[src/rtl/uart_baud_gen_frac_pkg.sv]
// Shared constants for the UART baud generator and the RX/TX blocks that reuse it.
package uart_baud_gen_frac_pkg;

    // Default geometry: 50 MHz clock, 115200 baud, 16x oversampling.
    localparam int PKG_DIV_W      = 16;
    localparam int PKG_FRAC_W     = 4;
    localparam int PKG_OVERSAMPLE = 16;
    localparam int PKG_DEF_INT    = 27;
    localparam int PKG_DEF_FRAC   = 2;

    // Index width for an oversample position, never narrower than one bit.
    function automatic int idx_width(input int oversample);
        return (oversample > 1) ? $clog2(oversample) : 1;
    endfunction

    // What the counter does on a given edge, in priority order below reset.
    typedef enum logic [1:0] {
        MODE_HOLD   = 2'd0,  // disabled: park at start of period
        MODE_RESYNC = 2'd1,  // restart phase, suppress ticks
        MODE_COUNT  = 2'd2   // normal down-count
    } mode_e;

endpackage

[src/rtl/uart_baud_gen_frac_if.sv]
// Control and tick bundle between the baud generator and its UART user.
interface uart_baud_gen_frac_if
    import uart_baud_gen_frac_pkg::*;
#(
    parameter int DIV_W      = PKG_DIV_W,
    parameter int FRAC_W     = PKG_FRAC_W,
    parameter int OVERSAMPLE = PKG_OVERSAMPLE
);
    localparam int IDX_W = idx_width(OVERSAMPLE);

    logic              enable;
    logic [DIV_W-1:0]  div_int;
    logic [FRAC_W-1:0] div_frac;
    logic              div_load;
    logic              resync;
    logic              os_tick;
    logic              bit_tick;
    logic [IDX_W-1:0]  os_idx;
    logic              div_pending;

    // Controller side: drives configuration, consumes ticks.
    modport master (
        output enable, div_int, div_frac, div_load, resync,
        input  os_tick, bit_tick, os_idx, div_pending
    );

    // Generator side.
    modport slave (
        input  enable, div_int, div_frac, div_load, resync,
        output os_tick, bit_tick, os_idx, div_pending
    );

endinterface

[src/rtl/uart_baud_gen_frac_acc.sv]
// Fractional phase accumulator: adds the fraction once per period and reports
// the carry that stretches the following period by one clock.
module uart_baud_gen_frac_acc #(
    parameter int FRAC_W = 4
)(
    input  logic              clk,
    input  logic              reset,
    input  logic              clear_i,
    input  logic              add_i,
    input  logic [FRAC_W-1:0] frac_i,
    output logic              carry_o
);

    logic [FRAC_W-1:0] acc_q;
    logic [FRAC_W:0]   sum;

    // Carry is combinational so the reload value can use it on the same edge.
    always_comb begin
        sum     = {1'b0, acc_q} + {1'b0, frac_i};
        carry_o = sum[FRAC_W];
    end

    // Accumulator register; clear wins over add.
    always_ff @(posedge clk) begin
        if (reset || clear_i) begin
            acc_q <= '0;
        end else if (add_i) begin
            acc_q <= sum[FRAC_W-1:0];
        end
    end

endmodule

[src/rtl/uart_baud_gen_frac.sv]
// Fractional-divisor UART baud generator producing oversample and bit ticks.
// Average oversample period is div_int + div_frac / 2^FRAC_W clocks.
module uart_baud_gen_frac
    import uart_baud_gen_frac_pkg::*;
#(
    parameter int DIV_W      = PKG_DIV_W,
    parameter int FRAC_W     = PKG_FRAC_W,
    parameter int OVERSAMPLE = PKG_OVERSAMPLE,
    parameter int DEF_INT    = PKG_DEF_INT,
    parameter int DEF_FRAC   = PKG_DEF_FRAC
)(
    input  logic               clk,
    input  logic               reset,
    uart_baud_gen_frac_if.slave bus
);

    localparam int IDX_W = idx_width(OVERSAMPLE);
    localparam logic [IDX_W-1:0] LAST_IDX = IDX_W'(OVERSAMPLE - 1);
    localparam logic [DIV_W-1:0] RST_INT  = DIV_W'(DEF_INT);
    localparam logic [FRAC_W-1:0] RST_FRAC = FRAC_W'(DEF_FRAC);

    // Counter reload for a divisor; zero behaves like one.
    function automatic logic [DIV_W-1:0] reload_of(input logic [DIV_W-1:0] d);
        return (d == '0) ? '0 : d - 1'b1;
    endfunction

    logic [DIV_W-1:0]  act_int_q,  act_int_d;
    logic [FRAC_W-1:0] act_frac_q, act_frac_d;
    logic [DIV_W-1:0]  shd_int_q,  shd_int_d;
    logic [FRAC_W-1:0] shd_frac_q, shd_frac_d;
    logic              pend_q,     pend_d;
    logic [DIV_W-1:0]  cnt_q,      cnt_d;
    logic [IDX_W-1:0]  idx_q,      idx_d;      // index the next tick will carry
    logic [IDX_W-1:0]  os_idx_q,   os_idx_d;   // index of the last tick
    logic              os_tick_q,  os_tick_d;
    logic              bit_tick_q, bit_tick_d;

    logic              acc_clear;
    logic              acc_add;
    logic [FRAC_W-1:0] acc_frac;
    logic              acc_carry;
    mode_e             mode;

    uart_baud_gen_frac_acc #(.FRAC_W(FRAC_W)) u_acc (
        .clk     (clk),
        .reset   (reset),
        .clear_i (acc_clear),
        .add_i   (acc_add),
        .frac_i  (acc_frac),
        .carry_o (acc_carry)
    );

    // Next-state logic: hold, resync or count, plus shadow/active divisor hand-over.
    always_comb begin
        act_int_d  = act_int_q;
        act_frac_d = act_frac_q;
        shd_int_d  = shd_int_q;
        shd_frac_d = shd_frac_q;
        pend_d     = pend_q;
        cnt_d      = cnt_q;
        idx_d      = idx_q;
        os_idx_d   = os_idx_q;
        os_tick_d  = 1'b0;
        bit_tick_d = 1'b0;
        acc_clear  = 1'b0;
        acc_add    = 1'b0;
        acc_frac   = act_frac_q;

        if (!bus.enable) begin
            mode = MODE_HOLD;
        end else if (bus.resync) begin
            mode = MODE_RESYNC;
        end else begin
            mode = MODE_COUNT;
        end

        case (mode)
            MODE_HOLD: begin
                // Nothing is running, so a new divisor can take effect at once.
                if (bus.div_load) begin
                    act_int_d  = bus.div_int;
                    act_frac_d = bus.div_frac;
                    shd_int_d  = bus.div_int;
                    shd_frac_d = bus.div_frac;
                    pend_d     = 1'b0;
                end
                cnt_d     = reload_of(act_int_d);
                acc_clear = 1'b1;
                idx_d     = '0;
                os_idx_d  = '0;
            end
            MODE_RESYNC: begin
                cnt_d     = reload_of(act_int_q);
                acc_clear = 1'b1;
                idx_d     = '0;
                os_idx_d  = '0;
                if (bus.div_load) begin
                    shd_int_d  = bus.div_int;
                    shd_frac_d = bus.div_frac;
                    pend_d     = 1'b1;
                end
            end
            default: begin
                if (cnt_q == '0) begin
                    // Period boundary: promote a pending shadow, then start the
                    // next period with it, stretched by one clock on carry.
                    if (pend_q) begin
                        act_int_d  = shd_int_q;
                        act_frac_d = shd_frac_q;
                    end
                    pend_d     = 1'b0;
                    acc_add    = 1'b1;
                    acc_frac   = act_frac_d;
                    cnt_d      = reload_of(act_int_d) + {{(DIV_W-1){1'b0}}, acc_carry};
                    os_tick_d  = 1'b1;
                    bit_tick_d = (idx_q == LAST_IDX);
                    os_idx_d   = idx_q;
                    idx_d      = idx_q + 1'b1;
                end else begin
                    cnt_d = cnt_q - 1'b1;
                end
                // A load on the boundary lands in the shadow after the old shadow moved out.
                if (bus.div_load) begin
                    shd_int_d  = bus.div_int;
                    shd_frac_d = bus.div_frac;
                    pend_d     = 1'b1;
                end
            end
        endcase
    end

    // State and output registers; reset discards any pending shadow.
    always_ff @(posedge clk) begin
        if (reset) begin
            act_int_q  <= RST_INT;
            act_frac_q <= RST_FRAC;
            shd_int_q  <= RST_INT;
            shd_frac_q <= RST_FRAC;
            pend_q     <= 1'b0;
            cnt_q      <= reload_of(RST_INT);
            idx_q      <= '0;
            os_idx_q   <= '0;
            os_tick_q  <= 1'b0;
            bit_tick_q <= 1'b0;
        end else begin
            act_int_q  <= act_int_d;
            act_frac_q <= act_frac_d;
            shd_int_q  <= shd_int_d;
            shd_frac_q <= shd_frac_d;
            pend_q     <= pend_d;
            cnt_q      <= cnt_d;
            idx_q      <= idx_d;
            os_idx_q   <= os_idx_d;
            os_tick_q  <= os_tick_d;
            bit_tick_q <= bit_tick_d;
        end
    end

    assign bus.os_tick     = os_tick_q;
    assign bus.bit_tick    = bit_tick_q;
    assign bus.os_idx      = os_idx_q;
    assign bus.div_pending = pend_q;

endmodule

[src/flat_wrapper.sv]
// flat-port wrapper written by rule: the top's interface ports become plain ports
module uart_baud_gen_frac_flat import uart_baud_gen_frac_pkg::*;
#(
    parameter int DIV_W      = PKG_DIV_W,
    parameter int FRAC_W     = PKG_FRAC_W,
    parameter int OVERSAMPLE = PKG_OVERSAMPLE,
    parameter int DEF_INT    = PKG_DEF_INT,
    parameter int DEF_FRAC   = PKG_DEF_FRAC
)
  (clk, reset, bus_enable, bus_div_int, bus_div_frac, bus_div_load, bus_resync, bus_os_tick, bus_bit_tick, bus_os_idx, bus_div_pending);
  uart_baud_gen_frac_if #(.DIV_W(DIV_W), .FRAC_W(FRAC_W), .OVERSAMPLE(OVERSAMPLE)) bus_i ();
  input  logic clk;
  input  logic reset;
  input wire logic [$bits(bus_i.enable)-1:0] bus_enable;
  input wire logic [$bits(bus_i.div_int)-1:0] bus_div_int;
  input wire logic [$bits(bus_i.div_frac)-1:0] bus_div_frac;
  input wire logic [$bits(bus_i.div_load)-1:0] bus_div_load;
  input wire logic [$bits(bus_i.resync)-1:0] bus_resync;
  output wire logic [$bits(bus_i.os_tick)-1:0] bus_os_tick;
  output wire logic [$bits(bus_i.bit_tick)-1:0] bus_bit_tick;
  output wire logic [$bits(bus_i.os_idx)-1:0] bus_os_idx;
  output wire logic [$bits(bus_i.div_pending)-1:0] bus_div_pending;
  assign bus_i.enable = bus_enable;
  assign bus_i.div_int = bus_div_int;
  assign bus_i.div_frac = bus_div_frac;
  assign bus_i.div_load = bus_div_load;
  assign bus_i.resync = bus_resync;
  assign bus_os_tick = bus_i.os_tick;
  assign bus_bit_tick = bus_i.bit_tick;
  assign bus_os_idx = bus_i.os_idx;
  assign bus_div_pending = bus_i.div_pending;
  uart_baud_gen_frac #(.DIV_W(DIV_W), .FRAC_W(FRAC_W), .OVERSAMPLE(OVERSAMPLE), .DEF_INT(DEF_INT), .DEF_FRAC(DEF_FRAC)) u_core (.clk(clk), .reset(reset), .bus(bus_i));
endmodule
[config.mk]
export PLATFORM = sky130hd
export DESIGN_NAME = uart_baud_gen_frac_flat
export DESIGN_NICKNAME = d
export VERILOG_FILES = /design/src/rtl/uart_baud_gen_frac_pkg.sv /design/src/rtl/uart_baud_gen_frac_if.sv /design/src/rtl/uart_baud_gen_frac_acc.sv /design/src/rtl/uart_baud_gen_frac.sv /design/src/flat_wrapper.sv
export SDC_FILE = /design/constraint.sdc
export NUM_CORES = 1
export LEC_CHECK = 0
export CAP_MARGIN = 20
export CORE_ASPECT_RATIO = 0.6
export CORE_MARGIN = 2
export CORE_UTILIZATION = 35
export DETAILED_ROUTE_END_ITERATION = 16
export HOLD_SLACK_MARGIN = 0.08
export PLACE_DENSITY = 0.56
export SKIP_LAST_GASP = 1
export SLEW_MARGIN = 10
export SYNTH_ARGS = -nofsm -noshare
export SYNTH_HDL_FRONTEND = slang
export SYNTH_SLANG_ARGS = --single-unit
[constraint.sdc]
create_clock -name clk -period 4.42 [get_ports clk]
set_input_delay 0.884 -clock clk [delete_from_list [all_inputs] [get_ports clk]]
set_output_delay 0.884 -clock clk [all_outputs]
set_load 0.02 [all_outputs]
==> impl_results.md, run 1 <==
- Result of the run: finished, final reports clean
- Static leakage: 2.38 nW
- H-tree level count: 3
- Setup tns final: 0 ns
- Net count after synthesis: between 700 and 800
- Placed instance area: just under 6000 um^2
- Number of antenna violations at the first check in global routing: 0
- Count of flip-flops with a built-in enable after synthesis: 0
- Final Hold Viols: 0
- Crit. Startpoint: bus_enable
- RSZ-0062 raised after global routing: false
- Most used flip-flop cell after synthesis: dfxtp_1
- #FFs+latches synth: between 70 and 80
- Worst-case hold path end point: u_core.bus.os_idx[1]
- Areal power density over the cells: ~300 nW/um^2
- Relative max-transition margin: 0.421
- Vertical extent of the die: approximately 100 um
- Maximum frequency from static timing analysis: 0.239 GHz
- Reg-to-reg startpoint: u_core.cnt_q[0]
- Worst reg2reg path endpoint: u_core.cnt_q[15]
- WP data required: 4.66 ns
- Number of remaining DRC errors: 0
- Vias in the first global route: approximately 5000
- Sum of buffers and inverters on the critical path: 2
- Total met2 wirelength after detailed routing: around 7100 um
- Average vias per placed instance: ~5.8
- Post-detail-place hpwl: approximately 14000 um
- Synth cell count leaders: 91 x nor2_1, 71 x dfxtp_1, 61 x nand2_1
- Launching element type of the critical path: input port
- Depth of the worst register-to-register path: 16
- Part of the Yosys area used for sequential elements: 0.266
- Summed instance area of the synthesized netlist: roughly 5300 um^2
- Total of hold buffers inserted after clock tree synthesis: 0
- Critical-path maximum fanout: 4
- Routed length on met1: 9040 um
- Hold_sp: u_core.bus.os_idx[1]
- Insertion delay to the later sink of the worst-skew pair: around 0.34 ns
- GRT Residual Overflow: 0
- ANT cells: 0
- Slowest cell on the critical path: or4_4
- Synth warnings: 0
- Most common cell in the netlist: nor2_1
- Top Ports: 32
- Layout Skew: approximately 0.011 ns
- Endpoint type of the worst setup path: flip-flop
- Category of cells accounting for the largest share of critical-path delay: simple AND/OR/NAND/NOR gates
- TritonCTS clock tree: done
- Maximum number of pins on one net before global-route repair: 40
- Antenna-violating nets left: 0
- FFs w/ async S/R, synth: 0
- Worst min path class: flip-flop to flip-flop
- Global-route usage over all layers: 0.225
- Actual slew at the worst max-slew pin: approximately 0.87 ns
- Area leader, netlist: dfxtp_1
- Effective utilization at floorplan: 0.363
- Average wire per standard cell: between 15 and 20 um
- Mapped Avg Cell Area: about 8 um^2
- Crit path cell chain: clkdlybuf4s50_1 -> inv_1 -> nor2_1 -> nand3_2 -> mux2_2 -> ha_1 -> fa_1 -> a21o_1 -> a21o_1 -> ha_1 -> nand3b_1 -> or4_4 -> or3_1 -> o31a_1 -> o31ai_1
- Max-cap check violation count: 0
- Largest stage delay on the critical path: between 0.4 and 0.5 ns
- Width of the die: roughly 160 um
- Share of the synthesized area in the top cell type: 0.266
- Data arrival time of the critical path: 4.43 ns
- Number of instances in the synthesized netlist: 680
- Max clock buf depth: 2
- Die area: ~16000 um^2
- Count of cells along the worst hold path: 2
- Final standard cell area without fillers: about 6300 um^2
- Share of cells above drive strength 1: 0.118
- Clock-pin slew of the registers on the worst-case setup and hold paths: ~0.060 ns
- Final estimated routing congestion in global placement: just over 0.9
- Post-layout minimum cycle time: 4.19 ns
- # rows: 34
- Number of different library cells in the post-synthesis netlist: between 60 and 70
- Final Routed Wirelength: between 15000 and 20000 um
- Period Utilization, post-route: 0.948
- Total clock buffers created by CTS: 9
- Clock net sink count: 71
- Final setup viols: 0
- Area of the core: roughly 15000 um^2
- IR drop worst, VDD: 163 uV
- First-pass GRT wire length: roughly 28000 um
- Highest routing layer actually used: met4
- Final net count: around 760
- Port Buffers: 31
- Via count: around 5400
- Cell at the root of the clock tree: clkbuf_16
- Worst Setup Path Type: input port to flip-flop
- Area growth from synthesis to layout: 18.2%
- Final Max Tran Viols: 0
- DRT iter0 DRCs: roughly 540
- Reg2Reg Setup Slack: roughly 0.25 ns
- Fillers: about 1500
- DR pass1 iterations: 5
- DR WL met3: between 1500 and 2000 um
- Fin Hold WS: ~0.46 ns
- Top post-synthesis cells by area: dfxtp_1 27%, mux2i_1 8.6%, nor2_1 6.4%, xor2_1 4.9%, xnor2_1 4.6%
## area by class of cell
class,count,area (um^2),area share
clock inverter,7,101,0.0160
inverter,12,45.0,0.00713
timing repair buffer,69,591,0.0934
tap,198,248,0.0392
clock buffer,9,225,0.0356
multi-input combinational,558,3690,0.584
sequential,71,1420,0.225
## metal layers
metal	vias up	GRT usage
met1	2570	0.343
met4	0	0.0533
met2	208	0.314
li1	2571	-
met5	-	0
met3	17	0.0550
## cell usage in the layout (no fill, tap or decap), drive strengths merged, types with 5 or more instances in the layout
cell,Yosys,routed
nand2,61,61
nor4,16,16
nor3b,7,7
o211ai,9,9
a21oi,37,37
nand4,9,9
or4,7,7
nor3,33,33
or3,14,14
o22ai,12,12
inv,12,15
mux2i,46,46
buf,16,39
nand2b,5,5
o31ai,5,5
mux2,11,11
dfxtp,71,71
and2,6,6
nand3,16,16
ha,15,15
clkbuf,22,9
xnor2,28,28
clkdlybuf4s50,0,30
a211oi,10,10
xor2,30,30
o21ai,29,29
nor2,91,91
## timing repair
action                     in CTS  in global routing
setup buffers                   0                  1
pin swaps                       0                  1
gates resized for setup         1                  4
setup endpoints to repair       1                 11
## report_power, final
part / leakage (nW) / switching (W) / internal [W]
combinational: 1.64 / 0.000215 / 0.000157
sequential: 0.584 / 0.0000517 / 0.000675
clock: 0.153 / 0.000316 / 0.000501
## state kept, by name, indices dropped and copies added, names as in the netlist
| signal | count |
|---|---|
| u_core.bus.bit_tick | 1 |
| u_core.u_acc.acc_q | 4 |
| u_core.shd_int_q | 16 |
| u_core.shd_frac_q | 4 |
| u_core.cnt_q | 16 |
| u_core.idx_q | 4 |
| u_core.bus.os_tick | 1 |
| u_core.act_int_q | 16 |
| u_core.act_frac_q | 4 |
| u_core.bus.div_pending | 1 |
| u_core.bus.os_idx | 4 |
## worst min-delay path: stages, from the launching register on
cell and delay (ns):
dfxtp_1 0.31, nand2_1 0.05, a21oi_1 0.05
## cells by family (layout without fill, tap and decap cells)
logic type	count (synthesis)	in the layout	share of synthesized area
and+or+nand+nor	284	284	0.261
muxes	57	57	0.109
xor gates and xnor gates	58	58	0.0950
AOI/OAI and AO/OA	143	143	0.182
adders and majority gates	16	16	0.0388
buffers and inverters	51	97	0.0487
DFF	71	71	0.266
## how the worst max path moves through the flow
stage,end,slack [ns],cells after the start
after floorplan,u_core.cnt_q[14],0.23,17
after global placement,u_core.cnt_q[14],-0.1,16
after detailed placement,u_core.cnt_q[14],-0.25,16
after global routing,u_core.cnt_q[15],0.02,15
after CTS,u_core.cnt_q[10],0.02,17
final,u_core.cnt_q[15],0.23,15
## metrics by stage
step	util	setup WS (ns)	instances	total power (W)
2_1_floorplan	-	0.228	680	0.000971
3_3_place_gp	0.405	-0.0954	907	0.00110
3_5_place_dp	0.405	-0.248	907	0.00110
4_1_cts	0.428	0.0185	923	0.00192
5_1_grt	0.429	0.0162	924	0.00199
6_report	0.429	0.228	924	0.00191
No activity file was read; power rests on OpenSTA's default activity.
==> inputs of run 2 (changes only) <==
- CORE_ASPECT_RATIO: 0.6 -> 1.2
==> run 2 against run 1 <==
Critical path depth is 1 higher. Sequential power is 0.7% lower. Utilization is 1.1 points lower. Setup slack better by 0.053 ns. Via count is 1.5% lower. Power is 2.7% lower. Cell count stayed put.
==> impl_results.md, run 2 (synthesis results as in run 1) <==
- Result of the run: finished, final reports clean (unchanged)
- Top Ports: 32 (unchanged)
- Data arrival time of the critical path: 4.37 ns (was 4.43 ns)
- Worst Setup Path Type: input port to flip-flop (unchanged)
- Count of cells along the worst hold path: 2 (unchanged)
- Worst min path class: flip-flop to flip-flop (unchanged)
- Maximum frequency from static timing analysis: 0.242 GHz (was 0.239 GHz)
- Total of hold buffers inserted after clock tree synthesis: 0 (unchanged)
- Average vias per placed instance: 5.72 (was 5.81)
- Crit path cell chain: clkdlybuf4s50_1 -> inv_1 -> nor2_1 -> nand3_2 -> mux2_2 -> ha_1 -> fa_1 -> a21o_1 -> a21o_1 -> ha_1 -> ha_1 -> o211ai_1 -> or3_1 -> nor3_2 -> a31o_2 -> o2111a_1 (was clkdlybuf4s50_1 -> inv_1 -> nor2_1 -> nand3_2 -> mux2_2 -> ha_1 -> fa_1 -> a21o_1 -> a21o_1 -> ha_1 -> nand3b_1 -> or4_4 -> or3_1 -> o31a_1 -> o31ai_1)
- Final Hold Viols: 0 (unchanged)
- RSZ-0062 raised after global routing: false (unchanged)
- Number of antenna violations at the first check in global routing: 0 (unchanged)
- Antenna-violating nets left: 0 (unchanged)
- Reg-to-reg startpoint: u_core.cnt_q[0] (unchanged)
- Final Core Density: 0.418 (was 0.429)
- Final Max Tran Viols: 0 (unchanged)
- Clock-pin slew of the registers on the worst-case setup and hold paths: 0.07 ns (was 0.06 ns)
- Slowest cell on the critical path: clkdlybuf4s50_1 (was or4_4)
- Static leakage: 2.35 nW (was 2.38 nW)
- H-tree level count: 3 (unchanged)
- Average wire per standard cell: 19.5 um (was 19.4 um)
- Insertion delay to the later sink of the worst-skew pair: 0.35 ns (was 0.34 ns)
- First-pass GRT wire length: 28700 um (was 28300 um)
- Area growth from synthesis to layout: 17.0% (was 18.2%)
- WP data required: 4.65 ns (was 4.66 ns)
- Final Routed Wirelength: 18000 um (was 17900 um)
- Total clock buffers created by CTS: 9 (unchanged)
- # rows: 49 (was 34)
- Max clock buf depth: 2 (unchanged)
- Global-route usage over all layers: 0.226 (was 0.225)
- Critical-path maximum fanout: 5 (was 4)
- Library cell appearing most often on the critical path: ha_1
- Final standard cell area without fillers: 6260 um^2 (was 6320 um^2)
- Effective utilization at floorplan: 0.358 (was 0.363)
- Worst reg2reg path endpoint: u_core.cnt_q[14] (was u_core.cnt_q[15])
- Width of the die: 117 um (was 164 um)
- Vertical extent of the die: 139 um (was 99.8 um)
- Final net count: 756 (was 762)
- Grt peak-use layer: met2 (was met1)
- ANT cells: 0 (unchanged)
- Met2 Resource Use GR: 0.378 (was 0.314)
- Areal power density over the cells: 298 nW/um^2 (was 303 nW/um^2)
- Port Buffers: 31 (unchanged)
- DRT iter0 DRCs: 392 (was 535)
- Maximum number of pins on one net before global-route repair: 40 (unchanged)
- Endpoint type of the worst setup path: flip-flop (unchanged)
- Most frequent standard cell in the layout excluding fill and tap cells: nor2_1 (unchanged)
- Vias in the first global route: 5245 (was 5025)
- Reg2Reg Setup Slack: 0.31 ns (was 0.25 ns)
- DR pass1 iterations: 5 (unchanged)
- Final estimated routing congestion in global placement: 0.991 (was 0.921)
- Final setup viols: 0 (unchanged)
- Relative max-transition margin: 0.464 (was 0.421)
- GRT Residual Overflow: 0 (unchanged)
- Post-detail-place hpwl: 13700 um (was 13800 um)
- Actual slew at the worst max-slew pin: 0.805 ns (was 0.868 ns)
- Largest stage delay on the critical path: 0.50 ns (was 0.48 ns)
- Period Utilization, post-route: 0.936 (was 0.948)
- Met3 usage: 0.0531 (was 0.0550)
- Launching element type of the critical path: input port (unchanged)
- Hold_sp: u_core.bus.os_idx[0] (was u_core.bus.os_idx[1])
- Largest registers in the final layout: u_core.act_int_q x16, u_core.cnt_q x16, u_core.shd_int_q x16 (unchanged)
- Cell at the root of the clock tree: clkbuf_16 (unchanged)
- Number of remaining DRC errors: 0 (unchanged)
- Met1 Resource Use GR: 0.286 (was 0.343)
- Post-layout minimum cycle time: 4.14 ns (was 4.19 ns)
- Share of cells above drive strength 1: 0.110 (was 0.118)
- Die area: 16300 um^2 (about the same)
- TritonCTS clock tree: done (unchanged)
- Area of the core: 15000 um^2 (was 14700 um^2)
- Depth of the worst register-to-register path: 18 (was 16)
- Worst-case hold path end point: u_core.bus.os_idx[0] (was u_core.bus.os_idx[1])
- Via count: 5283 (was 5366)
- Fin Hold WS: 0.449 ns (was 0.460 ns)
- Placed instance area: 5930 um^2 (was 5960 um^2)
- IR drop worst, VDD: 199 uV (was 163 uV)
- Clock net sink count: 71 (unchanged)
- Most frequent cells in the layout: 91 x nor2_1, 71 x dfxtp_1, 61 x nand2_1 (unchanged)
- Layout Skew: 0.00960 ns (was 0.0111 ns)
- Max-cap check violation count: 0 (unchanged)
[run 2: worst max-delay path, delay by kind of cell]
kind | cells | cell delay (ns)
muxes | 1 | 0.33
buffers and inverters | 2 | 0.58
and+or+nand+nor | 4 | 0.69
AOI/OAI and AO/OA | 5 | 0.83
adders and majority gates | 4 | 1.06
[run 2: how the worst max path moves through the flow]
| stage | from | endpoint | slack, ns | cells past startpoint |
|---|---|---|---|---|
| final | bus_enable | u_core.cnt_q[14] | 0.28 | 16 |
| after global routing | bus_enable | u_core.cnt_q[10] | 0.04 | 16 |
| after CTS | u_core.cnt_q[10] | u_core.cnt_q[14] | 0.04 | 16 |
| after detailed placement | bus_enable | u_core.cnt_q[14] | -0.19 | 16 |
| after floorplan | u_core.cnt_q[10] | u_core.cnt_q[14] | 0.23 | 17 |
| after global placement | bus_enable | u_core.cnt_q[14] | 0.01 | 16 |
[run 2: routing by layer]
metal  part of all wire  wire [um]
met3              0.055        996
met2               0.49       8860
met1               0.43       7700
met5                  0          0
met4              0.026        476
[run 2: report_power, final]
| part | switching, W | internal, W | total (W) |
|---|---|---|---|
| clock network | 0.000311 | 0.000445 | 0.000756 |
| logic | 0.000227 | 0.000158 | 0.000386 |
| registers | 0.0000466 | 0.000675 | 0.000722 |
[run 2: cell type report]
cell class,count,area (um^2)
sequential,71,1420
tap,204,255
clock buffer,9,225
timing repair buffer,63,546
clock inverter,7,80.1
fill,1612,8700
inverter,12,45.0
multi-input combinational,558,3690
[run 2: timing repair]
action                                 in CTS  in global routing
endpoints found under the hold margin       0                  0
setup endpoints to repair                   0                 11
buffers inserted                            0                  0
resized for setup                           0                  4
[run 2: metrics by stage]
stage	total power [W]	setup WS, ns	TNS, ns	instances
finish	0.00186	0.281	0	924
global route	0.00195	0.0360	0	924
CTS	0.00187	0.0428	0	924
detailed placement	0.00111	-0.185	-0.480	908
global placement	0.00111	0.0124	0	908
floorplan	0.000971	0.228	0	680
==> inputs of run 3 (changes only) <==
- GPL_TIMING_DRIVEN: default -> 0
==> run 3 against run 2 <==
Utilization rose by 0.44 points. Via count rose by 1.6%. Cell count rose by 1.3%. Largest power group unchanged.
==> impl_results.md, run 3 (synthesis results as in run 1) <==
- Area growth from synthesis to layout: 18.2% (was 17.0%)
- Total clock buffers created by CTS: 9 (unchanged)
- Number of remaining DRC errors: 0 (unchanged)
- Sw Share: 0.318 (was 0.314)
- Fillers: 1578 (was 1612)
- Reg-to-reg startpoint: u_core.cnt_q[0] (unchanged)
- Library cell appearing most often on the critical path: buf_2 (was ha_1)
- Final setup viols: 0 (unchanged)
- Average vias per placed instance: 5.73 (was 5.72)
- ANT cells: 0 (unchanged)
- GRT Residual Overflow: 0 (unchanged)
- Post-layout minimum cycle time: 4.31 ns (was 4.14 ns)
- Final estimated routing congestion in global placement: 0.966 (was 0.991)
- Logic pwr share: 0.216 (was 0.207)
- Maximum frequency from static timing analysis: 0.232 GHz (was 0.242 GHz)
- Cell-internal power: 0.00127 W (was 0.00128 W)
- Areal power density over the cells: 294 nW/um^2 (was 298 nW/um^2)
- Final Hold Viols: 0 (unchanged)
- Share of cells above drive strength 1: 0.104 (was 0.110)
- Slowest cell on the critical path: clkdlybuf4s50_1 (unchanged)
- Via count: 5367 (was 5283)
- Cell at the root of the clock tree: clkbuf_16 (unchanged)
- Final net count: 768 (was 756)
- Total of hold buffers inserted after clock tree synthesis: 0 (unchanged)
- Crit. Startpoint: bus_div_load (was bus_enable)
- Antenna-violating nets left: 0 (unchanged)
- Result of the run: finished, final reports clean (unchanged)
- Worst-case hold path end point: u_core.bus.os_idx[1] (was u_core.bus.os_idx[0])
- Max-cap check violation count: 0 (unchanged)
- Reg2Reg Setup Slack: 0.22 ns (was 0.31 ns)
- Count of cells along the worst hold path: 2 (unchanged)
- Most frequent cells in the layout: 89 x nor2_1, 70 x dfxtp_1, 61 x nand2_1 (was 91 x nor2_1, 71 x dfxtp_1, 61 x nand2_1)
- DRT iter0 DRCs: 366 (was 392)
- Final Core Density: 0.423 (was 0.418)
- Clock-pin slew of the registers on the worst-case setup and hold paths: 0.06 ns (was 0.07 ns)
- Most frequent standard cell in the layout excluding fill and tap cells: nor2_1 (unchanged)
- Worst min path class: flip-flop to flip-flop (unchanged)
- Final Max Tran Viols: 0 (unchanged)
- WP data required: 4.66 ns (was 4.65 ns)
- Category of cells accounting for the largest share of critical-path delay: buffers and inverters (was adder cells)
- Net load switching power: 0.000591 W (was 0.000585 W)
- Die area: 16300 um^2 (unchanged)
- Largest registers in the final layout: u_core.act_int_q x16, u_core.cnt_q x16, u_core.shd_int_q x16 (unchanged)
- Vertical extent of the die: 139 um (unchanged)
- Layout Skew: 0.00793 ns (was 0.00960 ns)
- Worst reg2reg path endpoint: u_core.cnt_q[15] (was u_core.cnt_q[14])
- Relative contribution of the clock network to total power: 0.400 (was 0.406)
- # rows: 49 (unchanged)
- Combined area of the multi-input logic cells: 3740 um^2 (was 3690 um^2)
- Average wire per standard cell: 20.7 um (was 19.5 um)
- Area of the core: 15000 um^2 (unchanged)
- Hold_sp: u_core.bus.os_idx[1] (was u_core.bus.os_idx[0])
- Post-layout total power: 0.00186 W (about the same)
- Sequential share of power: 0.384 (was 0.387)
- Data arrival time of the critical path: 4.55 ns (was 4.37 ns)
- Final Routed Wirelength: 19300 um (was 18000 um)
- Launching element type of the critical path: input port (unchanged)
- Vias in the first global route: 5245 (unchanged)
- TritonCTS clock tree: done (unchanged)
- Largest stage delay on the critical path: 0.57 ns (was 0.50 ns)
- Top Ports: 32 (unchanged)
- Maximum number of pins on one net before global-route repair: 14 (was 40)
- Clock net sink count: 71 (unchanged)
- DR pass1 iterations: 7 (was 5)
- Critical-path maximum fanout: 10 (was 5)
- First-pass GRT wire length: 30000 um (was 28700 um)
- Max clock buf depth: 2 (unchanged)
- Register cell area after layout: 1420 um^2 (about the same)
- Endpoint type of the worst setup path: flip-flop (unchanged)
- Worst-case setup margin in the final layout: 0.114 ns (was 0.281 ns)
- Width of the die: 117 um (unchanged)
- Worst Setup Path Type: input port to flip-flop (unchanged)
- Period Utilization, post-route: 0.974 (was 0.936)
- Sum of buffers and inverters on the critical path: 3 (was 2)
- Global-route usage over all layers: 0.245 (was 0.226)
- Crit path cell chain: clkdlybuf4s50_1 -> buf_2 -> buf_2 -> mux2i_2 -> ha_1 -> nand2_1 -> o311ai_0 -> o221ai_1 -> or3_1 -> a31o_2 -> o2111a_1 (was clkdlybuf4s50_1 -> inv_1 -> nor2_1 -> nand3_2 -> mux2_2 -> ha_1 -> fa_1 -> a21o_1 -> a21o_1 -> ha_1 -> ha_1 -> o211ai_1 -> or3_1 -> nor3_2 -> a31o_2 -> o2111a_1)
- Port Buffers: 31 (unchanged)
- Insertion delay to the later sink of the worst-skew pair: 0.36 ns (was 0.35 ns)
- Actual slew at the worst max-slew pin: 0.941 ns (was 0.805 ns)
- H-tree level count: 3 (unchanged)
- Number of antenna violations at the first check in global routing: 0 (unchanged)
- IR drop worst, VDD: 145 uV (was 199 uV)
- Static leakage: 2.35 nW (about the same)
- Worst slack at placement: -1.11 ns (was -0.185 ns)
- Post-detail-place hpwl: 15000 um (was 13700 um)
- Relative max-transition margin: 0.367 (was 0.464)
- Effective utilization at floorplan: 0.358 (unchanged)
- Depth of the worst register-to-register path: 17 (was 18)
-- run 3: cell count changes in the layout (fill, tap and decap cells not counted), sizes merged --
cell,previous run,this run
buf,33,21
clkbuf,9,31
clkinv,2,5
clkinvlp,1,0
dlygate4sd1,0,1
dlymetal6s2s,0,1
inv,15,13
-- run 3: power groups by stage --
stage                     Clock [W]  Sequential (W)  Combinational [W]
after floorplan                   0        0.000713           0.000258
after global placement            0        0.000724           0.000383
after detailed placement          0        0.000725           0.000384
after CTS                  0.000752        0.000711           0.000390
after global routing       0.000780        0.000718           0.000436
final                      0.000744        0.000714           0.000402
-- run 3: worst min-delay path: stages (launching register included) --
cell and delay, ns:
dfxtp_1 0.30, nand2_1 0.05, a21oi_1 0.05
-- run 3: area by class of cell --
class                           count  area share
Buffer                             38      0.0338
Clock buffer                        9      0.0356
Clock inverter                      7      0.0113
Inverter                           12     0.00712
Multi-Input combinational cell    558       0.591
Sequential cell                    71       0.225
Tap cell                          204      0.0404
Timing Repair Buffer               37      0.0562
-- run 3: through the flow --
step	TNS (ns)	hold WS [ns]	instance area (um^2)	instances
after global placement	-14.27	0.438	5910	915
after detailed placement	-15.46	0.444	5910	915
final	0	0.447	6320	936
after CTS	0	0.451	6260	932
after floorplan	0	0.436	5350	680
after global routing	-0.0206	0.473	6320	936
-- run 3: routing by layer --
| metal | track usage | up-vias | share of wire |
|---|---|---|---|
| met3 | 0.0357 | 46 | 0.039 |
| met2 | 0.406 | 151 | 0.48 |
| met5 | 0 | - | 0 |
| met1 | 0.305 | 2598 | 0.43 |
| met4 | 0.123 | 0 | 0.046 |
| li1 | - | 2572 | - |
-- run 3: repair_timing --
item | in CTS | in global routing
gates resized for setup | 10 | 10
endpoints found under the setup margin | 16 | 11
buffers inserted | 1 | 4
pin swaps | 1 | 0
hold endpoints to repair | 0 | 0
-- run 3: worst max path at each step --
stage,to,cells after the start
floorplan,u_core.cnt_q[14],17
global placement,u_core.cnt_q[14],15
detailed placement,u_core.cnt_q[14],16
CTS,u_core.cnt_q[6],17
global route,u_core.cnt_q[15],16
finish,u_core.cnt_q[14],11
